### config.mk
export PLATFORM = sky130hd
export DESIGN_NAME = wts_sram_arbiter_flat
export DESIGN_NICKNAME = d
export VERILOG_FILES = /design/src/rtl/wts_arb_pkg.sv /design/src/rtl/wts_sram_arbiter_if.sv /design/src/rtl/wts_sram_arb_pick.sv /design/src/rtl/wts_sram_arbiter.sv /design/src/flat_wrapper.sv
export SDC_FILE = /design/constraint.sdc
export NUM_CORES = 1
export LEC_CHECK = 0
export CORE_ASPECT_RATIO = 1.5
export CORE_MARGIN = 2
export CORE_UTILIZATION = 44
export CTS_BUF_LIST = sky130_fd_sc_hd__clkbuf_8
export DETAILED_ROUTE_END_ITERATION = 8
export GPL_TIMING_DRIVEN = 1
export PLACE_DENSITY_LB_ADDON = 0.3
export SETUP_SLACK_MARGIN = 0.2
export SYNTH_ARGS = -nofsm -noshare
export SYNTH_HDL_FRONTEND = slang
export SYNTH_SLANG_ARGS = --single-unit
### constraint.sdc
create_clock -name clk -period 1.8 [get_ports clk]
set_clock_uncertainty 0.05 [all_clocks]
set_input_delay 0.45 -clock clk [delete_from_list [all_inputs] [get_ports clk]]
set_output_delay 0.45 -clock clk [all_outputs]
set_load 0.1 [all_outputs]
### src/rtl/wts_arb_pkg.sv
// Shared types and constants for the wavetable SRAM arbiter.
// The guard counter width only exists when WTS_ARB_HOST_GUARD_EN is defined.
package wts_arb_pkg;
    localparam int ADDR_W              = 11;
    localparam int RAM_SIZE            = 2048;
    localparam int DATA_W              = 8;
    localparam int GUARD_LIMIT_DEFAULT = 3;
`ifdef WTS_ARB_HOST_GUARD_EN
    localparam int GUARD_W             = 8;
`endif

    typedef enum logic {
        IDLE,
        CLEAR
    } arb_state_t;

    typedef enum logic [1:0] {
        NONE,
        HOST,
        MIX
    } req_tag_t;

    function automatic logic [ADDR_W-1:0] ram_addr(input logic bank,
                                                   input logic [2:0] id,
                                                   input logic [6:0] a);
        return {bank, id, a};
    endfunction
endpackage

### src/rtl/wts_sram_arbiter_if.sv
// Host and mixer request/response bus plus clear control for the SRAM arbiter.
// The slave modport is the arbiter side, master is the requester side.
interface wts_sram_arbiter_if;
    import wts_arb_pkg::*;

    logic              host_req;
    logic              host_we;
    logic              host_bank;
    logic [2:0]        host_id;
    logic [6:0]        host_a;
    logic [DATA_W-1:0] host_d;
    logic              host_ack;
    logic [DATA_W-1:0] host_q;
    logic              host_q_valid;

    logic              mix_req;
    logic              mix_bank;
    logic [2:0]        mix_id;
    logic [6:0]        mix_a;
    logic              mix_ack;
    logic [DATA_W-1:0] mix_q;
    logic              mix_q_valid;

    logic              clr_start;
    logic              clr_busy;

    modport slave (
        input  host_req, host_we, host_bank, host_id, host_a, host_d,
        output host_ack, host_q, host_q_valid,
        input  mix_req, mix_bank, mix_id, mix_a,
        output mix_ack, mix_q, mix_q_valid,
        input  clr_start,
        output clr_busy
    );

    modport master (
        output host_req, host_we, host_bank, host_id, host_a, host_d,
        input  host_ack, host_q, host_q_valid,
        output mix_req, mix_bank, mix_id, mix_a,
        input  mix_ack, mix_q, mix_q_valid,
        output clr_start,
        input  clr_busy
    );
endinterface

### src/rtl/wts_sram_arb_pick.sv
// Combinational grant selection: mixer has priority; with WTS_ARB_HOST_GUARD_EN
// the host wins a contested cycle once the mixer streak reaches GUARD_LIMIT.
module wts_sram_arb_pick
    import wts_arb_pkg::*;
#(
    parameter int GUARD_LIMIT = GUARD_LIMIT_DEFAULT
) (
    input  logic               enable,
    input  logic               host_req,
    input  logic               mix_req,
`ifdef WTS_ARB_HOST_GUARD_EN
    input  logic [GUARD_W-1:0] guard_cnt,
`endif
    output logic               host_grant,
    output logic               mix_grant
);
    logic host_turn;

`ifdef WTS_ARB_HOST_GUARD_EN
    assign host_turn = (guard_cnt >= GUARD_W'(GUARD_LIMIT));
`else
    logic unused_limit;
    assign host_turn    = 1'b0;
    assign unused_limit = (GUARD_LIMIT != 0);
`endif

    always_comb begin
        host_grant = 1'b0;
        mix_grant  = 1'b0;
        if (enable) begin
            if (mix_req && !(host_req && host_turn)) begin
                mix_grant = 1'b1;
            end else if (host_req) begin
                host_grant = 1'b1;
            end
        end
    end
endmodule

### src/rtl/wts_sram_arbiter.sv
// Two-requester arbiter in front of a synchronous wavetable SRAM, with a clear-all sweep.
// Optional host starvation guard enabled by defining WTS_ARB_HOST_GUARD_EN.
module wts_sram_arbiter
    import wts_arb_pkg::*;
#(
    parameter int GUARD_LIMIT = GUARD_LIMIT_DEFAULT
) (
    input  logic              clk,
    input  logic              reset,
    wts_sram_arbiter_if.slave bus,
    output logic [ADDR_W-1:0] ram_a,
    output logic [DATA_W-1:0] ram_d,
    output logic              ram_we,
    output logic              ram_oe,
    input  logic [DATA_W-1:0] ram_q
);
    arb_state_t        state;
    arb_state_t        state_next;
    logic [ADDR_W-1:0] clr_addr;
    logic              clr_last;
    logic              arb_open;
    logic              host_grant;
    logic              mix_grant;
    logic [ADDR_W-1:0] cmd_a;
    logic [DATA_W-1:0] cmd_d;
    logic              cmd_we;
    logic              cmd_oe;
    req_tag_t          cmd_tag;
    req_tag_t          s1_tag;
    req_tag_t          s2_tag;
`ifdef WTS_ARB_HOST_GUARD_EN
    logic [GUARD_W-1:0] guard_cnt;
`endif

    assign clr_last     = (clr_addr == ADDR_W'(RAM_SIZE - 1));
    assign arb_open     = (state == IDLE) && !bus.clr_start;
    assign bus.clr_busy = (state == CLEAR);
    assign bus.host_ack = host_grant;
    assign bus.mix_ack  = mix_grant;

    wts_sram_arb_pick #(
        .GUARD_LIMIT (GUARD_LIMIT)
    ) u_pick (
        .enable     (arb_open),
        .host_req   (bus.host_req),
        .mix_req    (bus.mix_req),
`ifdef WTS_ARB_HOST_GUARD_EN
        .guard_cnt  (guard_cnt),
`endif
        .host_grant (host_grant),
        .mix_grant  (mix_grant)
    );

    always_ff @(posedge clk) begin
        if (reset) begin
            state <= IDLE;
        end else begin
            state <= state_next;
        end
    end

    always_comb begin
        state_next = state;
        case (state)
            IDLE:    if (bus.clr_start) state_next = CLEAR;
            CLEAR:   if (clr_last) state_next = IDLE;
            default: state_next = IDLE;
        endcase
    end

    // Sweep address naturally wraps back to zero after the last word
    always_ff @(posedge clk) begin
        if (reset || state != CLEAR) begin
            clr_addr <= '0;
        end else begin
            clr_addr <= clr_addr + ADDR_W'(1);
        end
    end

`ifdef WTS_ARB_HOST_GUARD_EN
    always_ff @(posedge clk) begin
        if (reset || !bus.host_req || host_grant) begin
            guard_cnt <= '0;
        end else if (mix_grant) begin
            guard_cnt <= guard_cnt + GUARD_W'(1);
        end
    end
`endif

    always_comb begin
        cmd_a   = '0;
        cmd_d   = '0;
        cmd_we  = 1'b0;
        cmd_oe  = 1'b0;
        cmd_tag = NONE;
        if (state == CLEAR) begin
            cmd_a  = clr_addr;
            cmd_we = 1'b1;
        end else if (mix_grant) begin
            cmd_a   = ram_addr(bus.mix_bank, bus.mix_id, bus.mix_a);
            cmd_oe  = 1'b1;
            cmd_tag = MIX;
        end else if (host_grant) begin
            cmd_a   = ram_addr(bus.host_bank, bus.host_id, bus.host_a);
            cmd_we  = bus.host_we;
            cmd_oe  = !bus.host_we;
            cmd_d   = bus.host_we ? bus.host_d : '0;
            cmd_tag = bus.host_we ? NONE : HOST;
        end
    end

    // Tag follows the read through RAM latency so data returns to whoever asked
    always_ff @(posedge clk) begin
        if (reset) begin
            ram_a            <= '0;
            ram_d            <= '0;
            ram_we           <= 1'b0;
            ram_oe           <= 1'b0;
            s1_tag           <= NONE;
            s2_tag           <= NONE;
            bus.host_q       <= '0;
            bus.host_q_valid <= 1'b0;
            bus.mix_q        <= '0;
            bus.mix_q_valid  <= 1'b0;
        end else begin
            ram_a            <= cmd_a;
            ram_d            <= cmd_d;
            ram_we           <= cmd_we;
            ram_oe           <= cmd_oe;
            s1_tag           <= cmd_tag;
            s2_tag           <= s1_tag;
            bus.host_q_valid <= (s2_tag == HOST);
            bus.mix_q_valid  <= (s2_tag == MIX);
            if (s2_tag == HOST) bus.host_q <= ram_q;
            if (s2_tag == MIX)  bus.mix_q  <= ram_q;
        end
    end
endmodule

### src/flat_wrapper.sv
// flat-port wrapper written by rule: the top's interface ports become plain ports
module wts_sram_arbiter_flat import wts_arb_pkg::*;
#(
    parameter int GUARD_LIMIT = GUARD_LIMIT_DEFAULT
)
  (clk, reset, ram_a, ram_d, ram_we, ram_oe, ram_q, bus_host_req, bus_host_we, bus_host_bank, bus_host_id, bus_host_a, bus_host_d, bus_host_ack, bus_host_q, bus_host_q_valid, bus_mix_req, bus_mix_bank, bus_mix_id, bus_mix_a, bus_mix_ack, bus_mix_q, bus_mix_q_valid, bus_clr_start, bus_clr_busy);
  wts_sram_arbiter_if bus_i ();
  input  logic clk;
  input  logic reset;
  output logic [ADDR_W-1:0] ram_a;
  output logic [DATA_W-1:0] ram_d;
  output logic ram_we;
  output logic ram_oe;
  input  logic [DATA_W-1:0] ram_q;
  input wire logic [$bits(bus_i.host_req)-1:0] bus_host_req;
  input wire logic [$bits(bus_i.host_we)-1:0] bus_host_we;
  input wire logic [$bits(bus_i.host_bank)-1:0] bus_host_bank;
  input wire logic [$bits(bus_i.host_id)-1:0] bus_host_id;
  input wire logic [$bits(bus_i.host_a)-1:0] bus_host_a;
  input wire logic [$bits(bus_i.host_d)-1:0] bus_host_d;
  output wire logic [$bits(bus_i.host_ack)-1:0] bus_host_ack;
  output wire logic [$bits(bus_i.host_q)-1:0] bus_host_q;
  output wire logic [$bits(bus_i.host_q_valid)-1:0] bus_host_q_valid;
  input wire logic [$bits(bus_i.mix_req)-1:0] bus_mix_req;
  input wire logic [$bits(bus_i.mix_bank)-1:0] bus_mix_bank;
  input wire logic [$bits(bus_i.mix_id)-1:0] bus_mix_id;
  input wire logic [$bits(bus_i.mix_a)-1:0] bus_mix_a;
  output wire logic [$bits(bus_i.mix_ack)-1:0] bus_mix_ack;
  output wire logic [$bits(bus_i.mix_q)-1:0] bus_mix_q;
  output wire logic [$bits(bus_i.mix_q_valid)-1:0] bus_mix_q_valid;
  input wire logic [$bits(bus_i.clr_start)-1:0] bus_clr_start;
  output wire logic [$bits(bus_i.clr_busy)-1:0] bus_clr_busy;
  assign bus_i.host_req = bus_host_req;
  assign bus_i.host_we = bus_host_we;
  assign bus_i.host_bank = bus_host_bank;
  assign bus_i.host_id = bus_host_id;
  assign bus_i.host_a = bus_host_a;
  assign bus_i.host_d = bus_host_d;
  assign bus_host_ack = bus_i.host_ack;
  assign bus_host_q = bus_i.host_q;
  assign bus_host_q_valid = bus_i.host_q_valid;
  assign bus_i.mix_req = bus_mix_req;
  assign bus_i.mix_bank = bus_mix_bank;
  assign bus_i.mix_id = bus_mix_id;
  assign bus_i.mix_a = bus_mix_a;
  assign bus_mix_ack = bus_i.mix_ack;
  assign bus_mix_q = bus_i.mix_q;
  assign bus_mix_q_valid = bus_i.mix_q_valid;
  assign bus_i.clr_start = bus_clr_start;
  assign bus_clr_busy = bus_i.clr_busy;
  wts_sram_arbiter #(.GUARD_LIMIT(GUARD_LIMIT)) u_core (.clk(clk), .reset(reset), .bus(bus_i), .ram_a(ram_a), .ram_d(ram_d), .ram_we(ram_we), .ram_oe(ram_oe), .ram_q(ram_q));
endmodule
* Word-level counts from Yosys, hierarchy flattened *
Cells that the tools add are included.

word-level totals
  flip-flop bits (word level) = 55
  logic and storage cells = 46

operators by class
  eq/ne operators = 3
  bitwise logic cells = 3
  muxes and demuxes = 19
  $add $sub $neg = 1
  reduce and logical (&&, ||, !) cells = 7

operators with widths
  operator               number
  $mux 11                3
  $mux 1                 13
  $add 11x1->11 const B  1
  $eq 11x11->1 const B   1
  $reduce_or 5->1        1
  $mux 2                 2
  $reduce_or 4->1        1
  $not 1->1              3
  $eq 2x1->1 const B     1
  $eq 2x2->1 const B     1
  $logic_not 1->1        2
  $pmux 1 s2             1
  $reduce_or 2->1        1
  $logic_and 1x1->1      1
  $logic_or 1x1->1       1

* Logic depth before layout (Yosys ltp) *
Gate-level depths: netlist of run 1.

  depth in word-level cells = 6
  depth in mapped cells = 4

* Cells and area by module *
A second synthesis of run 1 with hierarchy kept.

unflattened totals
  cells, all modules = 209
  area, all modules = 1949.4 um2

by module, submodules not included
  module             area each (um2)  times used  cells an instance
  wts_sram_arbiter   1933.1           1           207
  wts_sram_arb_pick  16.3             1           2

* Worst setup path after synthesis of run 1 *
OpenSTA, ideal clock, no wires.

  path kind = register -> register
  start point = register u_core.state (netlist: u_core.bus.clr_busy)
  end point = register u_core.ram_d[0]
  library setup time = 0.059 ns
  path slack = -1.495 ns
  stages on the path, launching flop included = 5
  clock period less this slack = 3.295 ns
  data arrival time = 3.187 ns
  path through = dfxtp_1 > nor4b_2 > and3b_1 > buf_2 > and2_1

between the ends
  longest elaborated chain between the ends = 5
  elaborated cells between the ends (all ways) = 6
  those cells by class = mux (2); bitwise (2); reduce/logical (2)

ends and longest elaborated chain
  element                    RTL line                 source
  from (decl)                wts_sram_arbiter.sv:17   arb_state_t state;
  from (signal assigned)     wts_sram_arbiter.sv:58   state <= state_next;
  $not 1->1                  wts_sram_arbiter.sv:36   assign arb_open = (state == IDLE) && !bus.clr_start;
  $logic_and 1x1->1          wts_sram_arbiter.sv:36
  $mux 1                     wts_sram_arb_pick.sv:30  if (enable) begin
  via bus_host_ack           flat_wrapper.sv:21       output wire logic [$bits(bus_i.host_ack)-1:0] bus_host_ack;
  $not 1->1 (no line)        -
  $reduce_or 5->1 (no line)  -
  to (signal assigned)       wts_sram_arbiter.sv:127  ram_d <= cmd_d;
  to (decl)                  wts_sram_arbiter.sv:12   output logic [DATA_W-1:0] ram_d,

The timed path passes the listed nets, and every way through them passes these cells.
A chain may end at the register's enable or synchronous reset.

* Worst setup path in the final report of run 1 *
  start point = register u_core.state (netlist: u_core.bus.clr_busy)
  end point = output port bus_host_ack

between the ends
  longest elaborated chain between the ends = 3

ends and longest elaborated chain
  element            RTL line
  $not 1->1          wts_sram_arbiter.sv:36
  $logic_and 1x1->1  wts_sram_arbiter.sv:36
  $mux 1             wts_sram_arb_pick.sv:30
  to (decl)          flat_wrapper.sv:21

Every way passes these cells.

==> metrics.txt, run 1 <==
status finished, final reports clean; Synthesis Warnings 0; Nets 367; vias in the first global route 1,880; Slew Viols, Final 0; Worst IR Drop VDD 0.539 mV; IO Port Bufs 85; Multi-input gate area 921 sq um; CP delay by family, top flip-flops; overall power 2.34 mW; fin crit period 1710 ps; gr usage total 22.2%; Pleak 1.35 nW; Worst-path clk slew 90 ps; Die Y 88.1 um; Seq. cell area 0.00110 sq mm; DRT antenna net count 0; P per Cell Area 659 mW/mm^2; TritonRoute pass-1 iters 5; DIE AREA 0.00529 sq mm; Avg Cell Area, Syn 8.87 sq um; max-cap violation count 0; maximum root-to-sink buffer count 2; Total Routed Length 5500 um; Unique masters post-synth 30; GPL Wtd Cong 0.786; vias per inst 5.02; post-synth net total 279; filler cell count 292; data required time of the worst path 1300 ps; WP data arrival 1210 ps; Final Cycle Share 95.1%; sequential share of power 53.7%; grt ovf 0; EDFF count, synth 0; largest net degree at the start of global routing 21; clock latency on the worst-skew pair 300 ps; design area 0.00355 sq mm; Worst setup EP type output pin; Buf/Inv on CP 1; Combinational Power Share 18.7%; final setup fails 0; Avg WL per Cell 14.2 um; io pins 86; Max Fclk 584 MHz; core area 0.00454 sq mm; Top FF cell, synth dfxtp_1; Area growth syn-to-layout 71.1%; Mapped Cells 234; Post-DP Area 0.00345 sq mm; first-pass GRT wire length 8800 um; Worst slew margin 57.1%; synthesized area 0.00207 sq mm; Slew @ Worst Pin 643 ps; R2R setup slack 300 ps; Clock Tree Root clkbuf_8; Async S/R FF share, synth 0%; Sw Share 27.2%; die width 60.1 um; initial antenna violation count 0; Final Util 78.2%; Critical Path Max Stage Delay 370 ps; CP Depth 2; CTS Sinks 55; CTS tree done; share of cells above drive strength 1 22.3%; slowest stage cell, crit path dfxtp_4; RSZ-0062 raised after global routing yes; Ant. Diodes 0; most common cell after layout, fill and taps aside dfxtp_1; register area share after synthesis 53.1%; clock network fraction of design power 27.6%; Hold Path Cell Cnt 2; Iter 0 DRT Violations 86; total CTS buffers 5; worst min path class input pin to register; FF-to-FF path depth 4; DR vias 1,941; critical path, cell by cell nor4b_4 > buf_12; flops & latches, synth 55; Max FO, Critical Path 4; cell internal pwr 1.70 mW; Final Hold Fails 0; hpwl dp 4350 um; drt drc 0; switching power 635 uW; Crit Path Category register to output pin; H-Tree Depth 2; most frequent cells in the layout dfxtp_1, nand2_1, buf_12; Initial Utilization 45.7%; crit path launch type register; row cnt 30
==> metrics by stage <==
| stage | TNS [ps] | cells | setup WS, ps | hold slack (ps) |
|---|---|---|---|---|
| 4_1_cts | 0 | 387 | 85.9 | 352 |
| 5_1_grt | 0 | 387 | 50.6 | 351 |
| 3_3_place_gp | -2010 | 377 | -268 | 368 |
| 3_5_place_dp | -2580 | 377 | -282 | 374 |
| 6_report | 0 | 387 | 87.6 | 360 |
| 2_1_floorplan | -5130 | 234 | -402 | 364 |
==> final timing paths <==
path,start,end
max,u_core.bus.clr_busy$_SDFF_PP0_,bus_host_ack
max reg2reg,u_core.clr_addr[1]$_SDFF_PP0_,u_core.clr_addr[8]$_SDFF_PP0_
min reg2reg,u_core.s1_tag[1]$_SDFF_PP0_,u_core.s2_tag[1]$_SDFF_PP0_
min,bus_clr_start,u_core.s1_tag[1]$_SDFF_PP0_
==> power by group through the flow <==
stage / logic, mW / registers, mW / clock network [mW]
after floorplan: 0.0858 / 1.41 / 0
after global placement: 0.422 / 1.29 / 0
after detailed placement: 0.428 / 1.29 / 0
after CTS: 0.438 / 1.26 / 0.659
after global routing: 0.455 / 1.26 / 0.711
final: 0.437 / 1.26 / 0.646
==> state kept, by name (all words and copies together), names as in the netlist, 2 cells and up <==
signal and cells:
u_core.clr_addr 11, u_core.ram_a 11, u_core.bus.host_q 8, u_core.bus.mix_q 8, u_core.ram_d 8, u_core.s1_tag 2
u_core.s2_tag 2
==> final cells by class <==
class,count,share of cell area [%]
Timing Repair Buffer,95,37.8
Sequential cell,55,31.1
Multi-Input combinational cell,160,25.9
Tap cell,64,2.26
Clock buffer,5,1.94
Inverter,5,0.529
Clock inverter,3,0.423
==> synthesized netlist by cell type, types with 2 or more instances <==
cell	instances	area share [%]
inv_1	5	0.90
xor2_1	2	0.84
o21ai_0	11	2.7
and3b_1	10	4.2
nor2_1	8	1.4
and2_1	19	5.7
nor2b_1	5	1.5
nand2_1	46	8.3
or4_1	3	1.1
nand3_1	4	0.97
nand2b_1	5	1.5
o31ai_1	3	1.1
a21oi_1	30	7.2
nor4b_2	2	1.4
clkbuf_1	12	2.2
dfxtp_1	55	53
==> logic make-up after synthesis <==
| kind of cell | Yosys count | share of synthesized area [%] |
|---|---|---|
| xor+xnor | 3 | 1.27 |
| fa+ha+maj | 1 | 0.603 |
| mux | 1 | 0.483 |
| buf+inv | 19 | 3.50 |
| flops | 55 | 53.1 |
| compound gates | 48 | 12.5 |
| simple gates | 107 | 28.5 |
==> routing by layer <==
metal  up-vias  GRT usage [%]  part of all wire [%]
li1        953              -                     -
met1       895           24.8                    38
met2        83           39.4                    55
met3        10           3.25                   4.5
met4         0           11.9                   2.0
met5         -              0                     0
==> repair_timing <==
item | in CTS | in global routing
resized for setup | 12 | 2
buffers inserted | 2 | 0
pin swaps | 1 | 0
setup endpoints to repair | 11 | 6
hold buffers | 0 | 0
No activity file was read; power rests on OpenSTA's default activity.
==> run 2, diff against run 1 <==
Settings changed: PLACE_DENSITY_LB_ADDON 0.3 to 0.08.
==> run 2 against run 1 <==
- sequential cell count is the same
- critical path depth unchanged
- combinational power about the same
- design area barely moved
- worst hold slack worse by 5.7 ps
- clock power decreased by 2%
- first-iteration DRC count decreased by 26%
- sequential power about the same
- highest routed layer unchanged
==> metrics.txt, run 2 (synthesis gave the netlist of run 1 again) <==
status finished, final reports clean; switching power 623 uW (-1.9%); R2R setup slack 290 ps (about the same); Worst-path clk slew 90 ps (about the same); CTS Sinks 55 (unchanged); Worst Hold Slack 355 ps (-5.71 ps); clock network fraction of design power 27.2% (-0.4 points); WP data arrival 1180 ps (-30 ps); H-Tree Depth 2 (unchanged); Final Cycle Share 93.2% (-2.0 points); max-cap violation count 0 (unchanged); Max FO, Critical Path 4 (unchanged); RSZ-0062 raised after global routing yes; Final Util 78.1% (about the same); Nets 367 (unchanged); CP delay by family, top flip-flops; P per Cell Area 655 mW/mm^2 (-0.61%); worst min path class input pin to register; biggest regs u_core.clr_addr x11, u_core.ram_a x11; Worst IR Drop VDD 0.699 mV (+30%); total CTS buffers 5 (unchanged); crit path launch type register; Worst slew margin 60.7% (+3.6 points); filler cell count 311 (+6.5%); core area 0.00454 sq mm (unchanged); Ant. Diodes 0 (unchanged); maximum root-to-sink buffer count 2 (unchanged); gr usage total 22.0% (-0.26 points); clock latency on the worst-skew pair 300 ps (about the same); Worst setup EP type output pin; Hold Buf Count CTS 0 (unchanged); hpwl dp 4110 um (-5.6%); Total Routed Length 5300 um (-3.7%); Slew @ Worst Pin 589 ps (-54.1 ps); critical path, cell by cell nor4b_4 > buf_12; Seq. cell area 0.00110 sq mm (unchanged); grt ovf 0 (unchanged); cell internal pwr 1.70 mW (-0.24%); TritonRoute pass-1 iters 4 (-1); share of cells above drive strength 1 21.7% (-0.62 points); Slew Viols, Final 0 (unchanged); die width 60.1 um (unchanged); Max Fclk 596 MHz (+2.1%); Buf/Inv on CP 1 (unchanged); slowest stage cell, crit path dfxtp_4; setup TNS 0 ps (unchanged); Die Y 88.1 um (unchanged); Initial Utilization 45.7% (unchanged); Combinational Power Share 18.7% (about the same); Iter 0 DRT Violations 64 (-26%); vias per inst 4.96 (-1.1%); Crit Path Category register to output pin; DRT antenna net count 0 (unchanged); CTS tree done; Pleak 1.35 nW (+0.23%); largest net degree at the start of global routing 31 (+48%); vias in the first global route 1,905 (+1.3%); Sw Share 26.8% (-0.33 points); most frequent cells in the layout dfxtp_1, nand2_1, buf_12; most common cell after layout, fill and taps aside dfxtp_1; GPL Wtd Cong 0.809 (+2.9%); DR vias 1,919 (-1.1%); final setup fails 0 (unchanged); data required time of the worst path 1300 ps (about the same); Multi-input gate area 921 sq um (unchanged); Avg WL per Cell 13.7 um (-3.7%); drt drc 0 (unchanged); row cnt 30 (unchanged); sequential share of power 54.1% (+0.4 points); fin crit period 1680 ps (-35.3 ps); io pins 86 (unchanged); Clock Tree Root clkbuf_8; Critical Path Max Stage Delay 370 ps (about the same); initial antenna violation count 0 (unchanged); first-pass GRT wire length 8680 um (-1.4%); IO Port Bufs 85 (unchanged); Final Hold Fails 0 (unchanged); Area growth syn-to-layout 71.0% (about the same); DIE AREA 0.00529 sq mm (unchanged)
[run 2: cell type report]
class	instances	area share, %
Tap cell	64	2.26
Clock inverter	3	0.353
Multi-Input combinational cell	160	26.0
Inverter	5	0.529
Timing Repair Buffer	95	37.8
Clock buffer	5	1.94
Sequential cell	55	31.1
[run 2: worst reg2reg max path: stages (launching register included)]
cell and delay, ps:
dfxtp_1 410, ha_2 240, inv_1 100, or4_1 520, a21oi_1 140
[run 2: metal layers]
metal | wire [um] | share of wire, % | track usage (%) | vias up
met2 | 3020 | 57 | 42.6 | 53
met1 | 2000 | 38 | 21.8 | 907
met3 | 173 | 3.3 | 4.87 | 7
met4 | 99 | 1.9 | 8.08 | 0
li1 | - | - | - | 952
met5 | 0 | 0 | 0 | -
[run 2: path summary, 6_finish.rpt]
| path | endpoint | startpoint | depth (start not counted) |
|---|---|---|---|
| worst max-delay path | bus_host_ack | u_core.bus.clr_busy$_SDFF_PP0_ | 2 |
| worst min-delay path | u_core.s1_tag[1]$_SDFF_PP0_ | bus_clr_start | 2 |
| worst max register to register | u_core.clr_addr[8]$_SDFF_PP0_ | u_core.clr_addr[1]$_SDFF_PP0_ | 4 |
| worst min register to register | u_core.s2_tag[0]$_SDFF_PP0_ | u_core.s1_tag[0]$_SDFF_PP0_ | 1 |
[run 2: power groups by stage]
| stage | Clock, mW | Combinational [mW] | Sequential (mW) |
|---|---|---|---|
| 5_1_grt | 0.691 | 0.456 | 1.26 |
| 6_report | 0.632 | 0.436 | 1.26 |
| 3_5_place_dp | 0 | 0.426 | 1.29 |
| 4_1_cts | 0.652 | 0.438 | 1.26 |
| 2_1_floorplan | 0 | 0.0858 | 1.41 |
| 3_3_place_gp | 0 | 0.421 | 1.29 |
[run 2: per-stage QoR]
step           worst slack (ps)  cell area (sq um)  total power, mW  std cells
6_report                    123               3550             2.32        387
5_1_grt                    67.5               3550             2.41        387
4_1_cts                     106               3540             2.35        387
3_5_place_dp               -280               3440             1.72        376
3_3_place_gp               -260               3440             1.71        376
2_1_floorplan              -402               2090             1.49        234
[run 2: what timing repair did]
| action | in CTS | in global routing |
|---|---|---|
| setup endpoints to repair | 13 | 3 |
| pin swaps | 1 | 0 |
| resized for setup | 13 | 1 |
| buffers inserted | 3 | 0 |
| cloned | 0 | 0 |
==> run 3, diff against run 2 <==
Settings changed: CORE_UTILIZATION 44 to 47.
Clock period 1.8 ns to 2.1 ns, I/O delays scaled along.
==> run 3 against run 2 <==
- critical path depth unchanged
- worst hold slack improved by 40 ps
- via count decreased by 3.2%
- setup slack improved by 110 ps
- die area decreased by 6.0%
- cell count decreased by 5.2%
- first-iteration DRC count decreased by 9.4%
- non-clock buffer count decreased by 2
- sequential cell count unchanged
- sequential power decreased by 15%
- combinational power decreased by 26%
- critical endpoint unchanged
- highest routed layer unchanged
==> metrics.txt, run 3 (synthesis gave the netlist of run 1 again) <==
status finished, final reports clean; Hold Buf Count CTS 0 (unchanged); Slew @ Worst Pin 556 ps (-32.1 ps); IO Port Bufs 85 (unchanged); Final Hold Fails 0 (unchanged); final setup fails 0 (unchanged); Nets 365 (-0.54%); grt ovf 0 (unchanged); worst min path class register to register; Buf/Inv on CP 1 (unchanged); most frequent cells in the layout dfxtp_1, buf_4, nand2_1; worst hold endpoint u_core.s2_tag[0]$_SDFF_PP0_; dpl ws -146 ps (+134 ps); first-pass GRT wire length 7930 um (-8.7%); die width 58.2 um (-3.0%); CTS Sinks 55 (unchanged); drt drc 0 (unchanged); row cnt 29 (-3.3%); Crit Path Category register to output pin; overall power 2.02 mW (-13%); Reg2Reg Capture Point u_core.clr_addr[8]$_SDFF_PP0_; R2R setup slack 580 ps (+290 ps); HP Start u_core.s1_tag[0]$_SDFF_PP0_; critical path, cell by cell nor4b_4 > buf_12; Die Y 85.4 um (-3.1%); H-Tree Depth 2 (unchanged); vias per inst 5.06 (+2.1%); Hold Path Cell Cnt 1 (-1); Critical Path Max Stage Delay 430 ps (+60 ps); Max FO, Critical Path 16 (+12); CP delay by family, top flip-flops; DIE AREA 0.00497 sq mm (-6.0%); Area growth syn-to-layout 45.9%; Worst slew margin 62.8% (+2.1 points); clock latency on the worst-skew pair 310 ps (about the same); Worst-path clk slew 90 ps (about the same); slowest stage cell, crit path dfxtp_4; fin crit period 1870 ps; FF-to-FF path depth 4 (unchanged); vias in the first global route 1,709 (-10%); crit path launch type register; most common cell after layout, fill and taps aside dfxtp_1; GPL Wtd Cong 0.746 (-7.8%); Clock Tree Root clkbuf_8; GRT met1 Usage 25.8% (+4.0 points); maximum root-to-sink buffer count 2 (unchanged); GRT busiest layer met2; Initial Utilization 48.9% (+3.2 points); Total Routed Length 4850 um (-8.4%); share of cells above drive strength 1 20.6% (-1.1 points); design area 0.00303 sq mm (-15%); Post-Place Cells 358 (-4.8%); io pins 86 (unchanged); Pleak 1.24 nW (-8.4%); largest net degree at the start of global routing 30 (-3.2%); gr usage total 20.8% (-1.2 points); Worst setup EP type output pin; Slew Viols, Final 0 (unchanged); RSZ-0062 raised after global routing no; Final Cycle Share 89.0%; met3 Use GR 3.81% (-1.1 points); TritonRoute pass-1 iters 4 (unchanged); Post-DP Area 0.00293 sq mm (-15%); reg-to-reg startpoint u_core.clr_addr[0]$_SDFF_PP0_; Avg WL per Cell 13.2 um (-3.4%); DR vias 1,858 (-3.2%); Iter 0 DRT Violations 58 (-9.4%); Worst IR Drop VDD 0.745 mV (+6.5%); Ant. Diodes 0 (unchanged); Final Non-Filler Cells 367 (-5.2%); CTS tree done; biggest regs u_core.clr_addr x11, u_core.ram_a x11; data required time of the worst path 1520 ps (+220 ps); initial antenna violation count 0 (unchanged); core area 0.00425 sq mm (-6.5%); P per Cell Area 667 mW/mm^2 (+1.8%); WP data arrival 1290 ps (+110 ps); total CTS buffers 5 (unchanged); DRT antenna net count 0 (unchanged); PnR worst setup slack 232 ps (+109 ps); max-cap violation count 0 (unchanged); filler cell count 363 (+17%); met2 Track Usage GR 34.9% (-7.7 points); hpwl dp 3620 um (-12%); Max Fclk 535 MHz
run 3: per-layer routing:
layer / share of wire, % / routed length, um
met5: 0 / 0
met2: 51 / 2490
met3: 5.2 / 250
met1: 42 / 2040
met4: 1.6 / 79
run 3: where the power goes:
group          leakage, nW  total (mW)  switching (mW)  internal (mW)
logic                0.740       0.322           0.190          0.132
clock network       0.0557       0.621           0.324          0.297
registers            0.446        1.07          0.0143           1.06
run 3: what timing repair did:
action                     4_1_cts  5_1_grt
gates resized for setup          9        1
setup endpoints to repair        2        1
setup buffers                    1        0
pin swaps                        1        0
run 3: worst reg2reg max path: stages, from the launching register on:
cell and delay (ps):
dfxtp_1 400, ha_1 240, inv_1 110, or4_1 530, a21oi_1 140
run 3: how the worst max path moves through the flow:
stage                                            end  depth (start not counted)                           start  slack (ps)
after floorplan           u_core.ram_d[0]$_SDFF_PP0_                          4                   bus_clr_start        -180
after global placement                  bus_host_ack                          3                   bus_clr_start        -120
after detailed placement                bus_host_ack                          3                   bus_clr_start        -150
after CTS                               bus_host_ack                          3                    bus_host_req         210
after global routing                    bus_host_ack                          2  u_core.bus.clr_busy$_SDFF_PP0_         200
final                                   bus_host_ack                          2  u_core.bus.clr_busy$_SDFF_PP0_         230
run 3: final cells by class:
class	count	area (sq um)	share of cell area (%)
inverter	5	18.8	0.620
clock inverter	1	3.75	0.124
clock buffer	7	96.3	3.18
multi-input combinational	160	912	30.1
timing repair buffer	93	833	27.5
sequential	55	1100	36.5
tap	46	57.6	1.90
run 3: metrics by stage:
step                hold slack [ps]  utilization, %  TNS [ps]
floorplan                       364               -     -2050
global placement                374            69.0      -122
detailed placement              370            69.0      -167
CTS                             406            71.3         0
global route                    424            71.3         0
finish                          394            71.3         0
==> RTL edit 1: new RTL, config.mk and constraints of run 3 <==
The option `WTS_ARB_HOST_GUARD_EN` is turned on by a define.
--- a/src/rtl/wts_arb_pkg.sv
+++ b/src/rtl/wts_arb_pkg.sv
@@ -2,2 +2,4 @@
 // The guard counter width only exists when WTS_ARB_HOST_GUARD_EN is defined.
+`define WTS_ARB_HOST_GUARD_EN
+
 package wts_arb_pkg;
Function: changed (Yosys sat finds a counterexample within 4 cycles, from zero or initial values and one cycle with reset high).
==> RTL edit 1 against run 3 <==
- the flow now finishes with violations (negative setup slack)
- clock power rose by 90%
- setup slack lost 0.28 ns
- global-route usage is 2.1 points higher
- synthesized cell count grew 20%
- sequential cell count grew 8
- area after synthesis rose by 17%
- core utilization is 2.3 points higher
- sequential power rose by 15%
- hold slack worse by 0.0057 ns
- largest power group unchanged
- routed wire length grew 30%
- final area rose by 24%
- total power is 39% higher
- sequential share of layout area fell by 2.6 points
- fmax down 13%
==> RTL edit 1: results (changes against run 3) <==
[outcome]
violations = negative setup slack
status = finished with violations  ; was finished clean

[finish]
num-multi-input-gates = 195  ; was 160
buffers = 111  ; was 93
multi_input_area_share = 0.312  ; was 0.301
n_all_inverters = 4  ; was 5
fin_nets = 430  ; was 365
fill_cells = 406  ; was 363
seq_cells = 63  ; was 55

[route]
met3WireLength_um = 228  ; was 250 um
wl_met1_um = 2380  ; was 2040 um
wl_per_cell_um = 13.9  ; was 13.2 um
route.met2.wl_um = 3550  ; was 2490 um
viasPerCell = 5.19  ; was 5.06

[pwr]
p_leak_nw = 1.46  ; was 1.24 nW
sw_frac_of_total = 0.267  ; was 0.262
vdd_drop_max_mv = 0.458  ; was 0.745 mV

[place]
place_congestion = 0.844  ; was 0.746
pre_cts_ws_ns = -0.289  ; was -0.146 ns
hpwl_um = 4760  ; was 3620 um

[sta]
worst_slack_ns = -0.0457  ; was 0.232 ns
tightest_slew_ns = 0.600  ; was 0.556 ns
finalSetupViolCount = 2  ; was 0

[logic_synthesis]
yosys-top-cells-count = nand2_1 (64), dfxtp_1 (63), a21oi_1 (24)  ; was dfxtp_1 (55), nand2_1 (46), a21oi_1 (30)
syn-num-nets = 326  ; was 279
yosysUniqueCellTypes = 39  ; was 30
synthAdderAreaFrac = 0.0103  ; was 0.00603
synthMuxAreaShare = 0.00411  ; was 0.00483
synth.yosys.seq_area_share = 0.518  ; was 0.531
synth_compound_area_frac = 0.172  ; was 0.125

[clock_network]
insertion_delay_ns = 0.34  ; was 0.31 ns
cts.htree.levels = 3  ; was 2
cts.clk_slew.worst_paths_ns = 0.07  ; was 0.09 ns
cts_inserted_buffers = 9  ; was 5

[global_route]
grt_pass1_vias = 2277  ; was 1709
grt_max_degree = 21  ; was 30
use_met2 = 0.422  ; was 0.349
grt.total_usage = 0.229  ; was 0.208
grt_pass1_wl_um = 10300  ; was 7930 um

[setup_path]
worstPathMaxFanout = 3  ; was 16
critPathArrivalTime_ns = 1.57  ; was 1.29 ns

[RTL edit 1: cell types whose count changed in the layout (fill, tap and decap cells not counted), sizes merged, moves of 4 or more]
| cell | delta |
|---|---|
| o211ai | +19 |
| nand2 | +18 |
| and2 | -16 |
| buf | +16 |
| and3b | -10 |
| and3 | +8 |
| dfxtp | +8 |
| a21oi | -6 |
| o21ai | -6 |
| nor3 | +5 |
| a211oi | +4 |
| or4 | +4 |
[RTL edit 1: metrics by stage]
stage	cell area, sq um	instances	hold slack [ns]	TNS [ns]
2_1_floorplan	2500	280	0.364	-0.124
3_3_place_gp	3450	435	0.367	-2.91
3_5_place_dp	3450	435	0.381	-3.51
4_1_cts	3720	456	0.396	-0.0597
5_1_grt	3740	457	0.410	-0.196
6_report	3740	457	0.389	-0.0772
[RTL edit 1: final timing paths]
check / start / to / slack (ns) / cells after the start
max: u_core.guard_cnt[1] / bus_mix_ack / -0.05 / 5
min: u_core.s1_tag[1] / u_core.s2_tag[1] / 0.39 / 1
max reg2reg: u_core.guard_cnt[1] / u_core.guard_cnt[0] / 0.22 / 5
min reg2reg: u_core.s1_tag[1] / u_core.s2_tag[1] / 0.39 / 1
[RTL edit 1: what timing repair did]
item	in CTS	in global routing
gates resized for setup	6	5
setup buffers	5	1
cloned	0	0
hold buffers	0	0
pin swaps	4	0
setup endpoints to repair	8	6
[RTL edit 1: worst max-delay path, stage by stage, from the launching register on]
cell	delay [ns]
dfxtp_2	0.34
ha_4	0.17
nor4b_4	0.31
a21boi_2	0.13
nor2_4	0.12
buf_12	0.18
[RTL edit 1: power by group through the flow]
stage               combinational, mW  clock (mW)  sequential, mW
floorplan                      0.0907           0            1.38
detailed placement              0.385           0            1.26
CTS                             0.391        1.19            1.23
global route                    0.413        1.25            1.23
finish                          0.392        1.18            1.23
global placement                0.383           0            1.26
==> RTL edit 2: new RTL, settings of run 3 <==
Made on the original files. Re-encode `req_tag_t` (3 values) as one-hot, 3 bits wide.
--- a/src/rtl/wts_arb_pkg.sv
+++ b/src/rtl/wts_arb_pkg.sv
@@ -16,6 +16,6 @@
 
-    typedef enum logic [1:0] {
-        NONE,
-        HOST,
-        MIX
+    typedef enum logic [2:0] {
+        NONE = 3'b001,
+        HOST = 3'b010,
+        MIX  = 3'b100
     } req_tag_t;
Behaviour: no difference found for any inputs over 10 cycles, from zero or initial values and one cycle with reset high; not proved beyond that.
==> RTL edit 2 against run 3 <==
- the flow now finishes with violations (design-rule violations)
- total power rose by 22%
- setup slack improved by 0.049 ns
- routed wire length rose by 2.9%
- core utilization rose by 2.1 points
- sequential cell count rose by 2
- count of clock-buffer cells in the layout rose by 5
- final area rose by 7.4%
- area after synthesis rose by 2.4%
- highest routed layer unchanged
==> RTL edit 2: results (changes against run 3) <==
[outcome]
status = finished with violations  ; was finished clean
violations = design-rule violations

[finish]
final_layout_size_suffix_gt1_frac = 0.270  ; was 0.206
fin_nets = 359  ; was 365

[global_route]
grt_max_degree = 21  ; was 30
grt.total_usage = 0.210  ; was 0.208
grt_pass1_wl_um = 7940  ; was 7930 um

[logic_synthesis]
yosysUniqueCellTypes = 32  ; was 30
syn_avg_cell_area_sq_um = 9.88  ; was 8.87 sq um
synthTopCellsByArea = dfxtp_1 (54%), mux2i_1 (8.0%), and2_1 (6.2%), nor2_1 (3.9%), and3b_1 (3.7%)  ; was dfxtp_1 (53%), nand2_1 (8.3%), a21oi_1 (7.2%), and2_1 (5.7%), and3b_1 (4.2%)
syn-num-nets = 260  ; was 279
yosys-top-cells-count = dfxtp_1 (57), nor2_1 (22), and2_1 (21)  ; was dfxtp_1 (55), nand2_1 (46), a21oi_1 (30)
synth.yosys.seq_area_share = 0.537  ; was 0.531

[place]
placed_cell_area_sq_um = 3020  ; was 2930 sq um
pre_cts_ws_ns = -0.142  ; was -0.146 ns
place_inst = 348  ; was 358

[clock_network]
insertion_delay_ns = 0.33  ; was 0.31 ns
cts_inserted_buffers = 9  ; was 5
cts.htree.levels = 3  ; was 2

[pwr]
p_leak_nw = 1.34  ; was 1.24 nW
vdd_drop_max_mv = 0.608  ; was 0.745 mV

[route]
vias = 1845  ; was 1858
drc = 8  ; was 0
drt_iter0_drc = 51  ; was 58
firstDrtPassIters = 6  ; was 4
wl_per_cell_um = 13.6  ; was 13.2 um

[worst_hold_path]
hold_start = u_core.s1_tag[0]  ; unchanged

[setup_path]
max_stage_delay_ns = 0.26  ; was 0.43 ns
crit_start = bus_clr_start  ; was u_core.bus.clr_busy

-- RTL edit 2: path summary, 6_finish.rpt --
path	end	slack, ns	depth (start not counted)
worst min-delay path	u_core.s2_tag[0]	0.36	1
worst min register to register	u_core.s2_tag[0]	0.36	1
worst max register to register	u_core.clr_addr[10]	0.45	4
worst max-delay path	bus_host_ack	0.28	4
-- RTL edit 2: metal layers --
layer / wire (um) / part of all wire / global-route usage
met1: 1870 / 0.37 / 0.222
met2: 2660 / 0.53 / 0.364
met3: 321 / 0.064 / 0.0493
met4: 148 / 0.030 / 0.130
met5: 0 / 0 / 0
-- RTL edit 2: kinds of logic after synthesis --
family | count (synthesis) | synth area share
flops | 57 | 0.537
compound gates | 32 | 0.0842
fa+ha+maj | 1 | 0.00589
mux | 17 | 0.0801
xor+xnor | 3 | 0.0124
buf+inv | 15 | 0.0283
simple gates | 90 | 0.252
-- RTL edit 2: repair_timing --
action                                  in CTS  in global routing
pin swaps                                    1                  1
endpoints found under the setup margin       2                  1
setup buffers                                1                  2
endpoints found under the hold margin        0                  0
gates resized for setup                     12                  2
-- RTL edit 2: cell type report --
class	count	area (sq um)
repair buffers	98	870
fillers	345	1180
well taps	48	60.1
flip-flops and latches	57	1140
inverters	5	18.8
clock buffers	12	165
multi-input cells	143	943
clock inverters	4	50.0
-- RTL edit 2: where the power goes --
part	internal, mW	switching (mW)	total [mW]
logic	0.130	0.167	0.297
registers	1.10	0.00990	1.11
clock network	0.642	0.412	1.05
total	1.87	0.589	2.46
-- RTL edit 2: worst max-delay path: cells and delay by family --
kind	cells	cell delay (ns)
simple gates	1	0.26
buf+inv	3	0.45
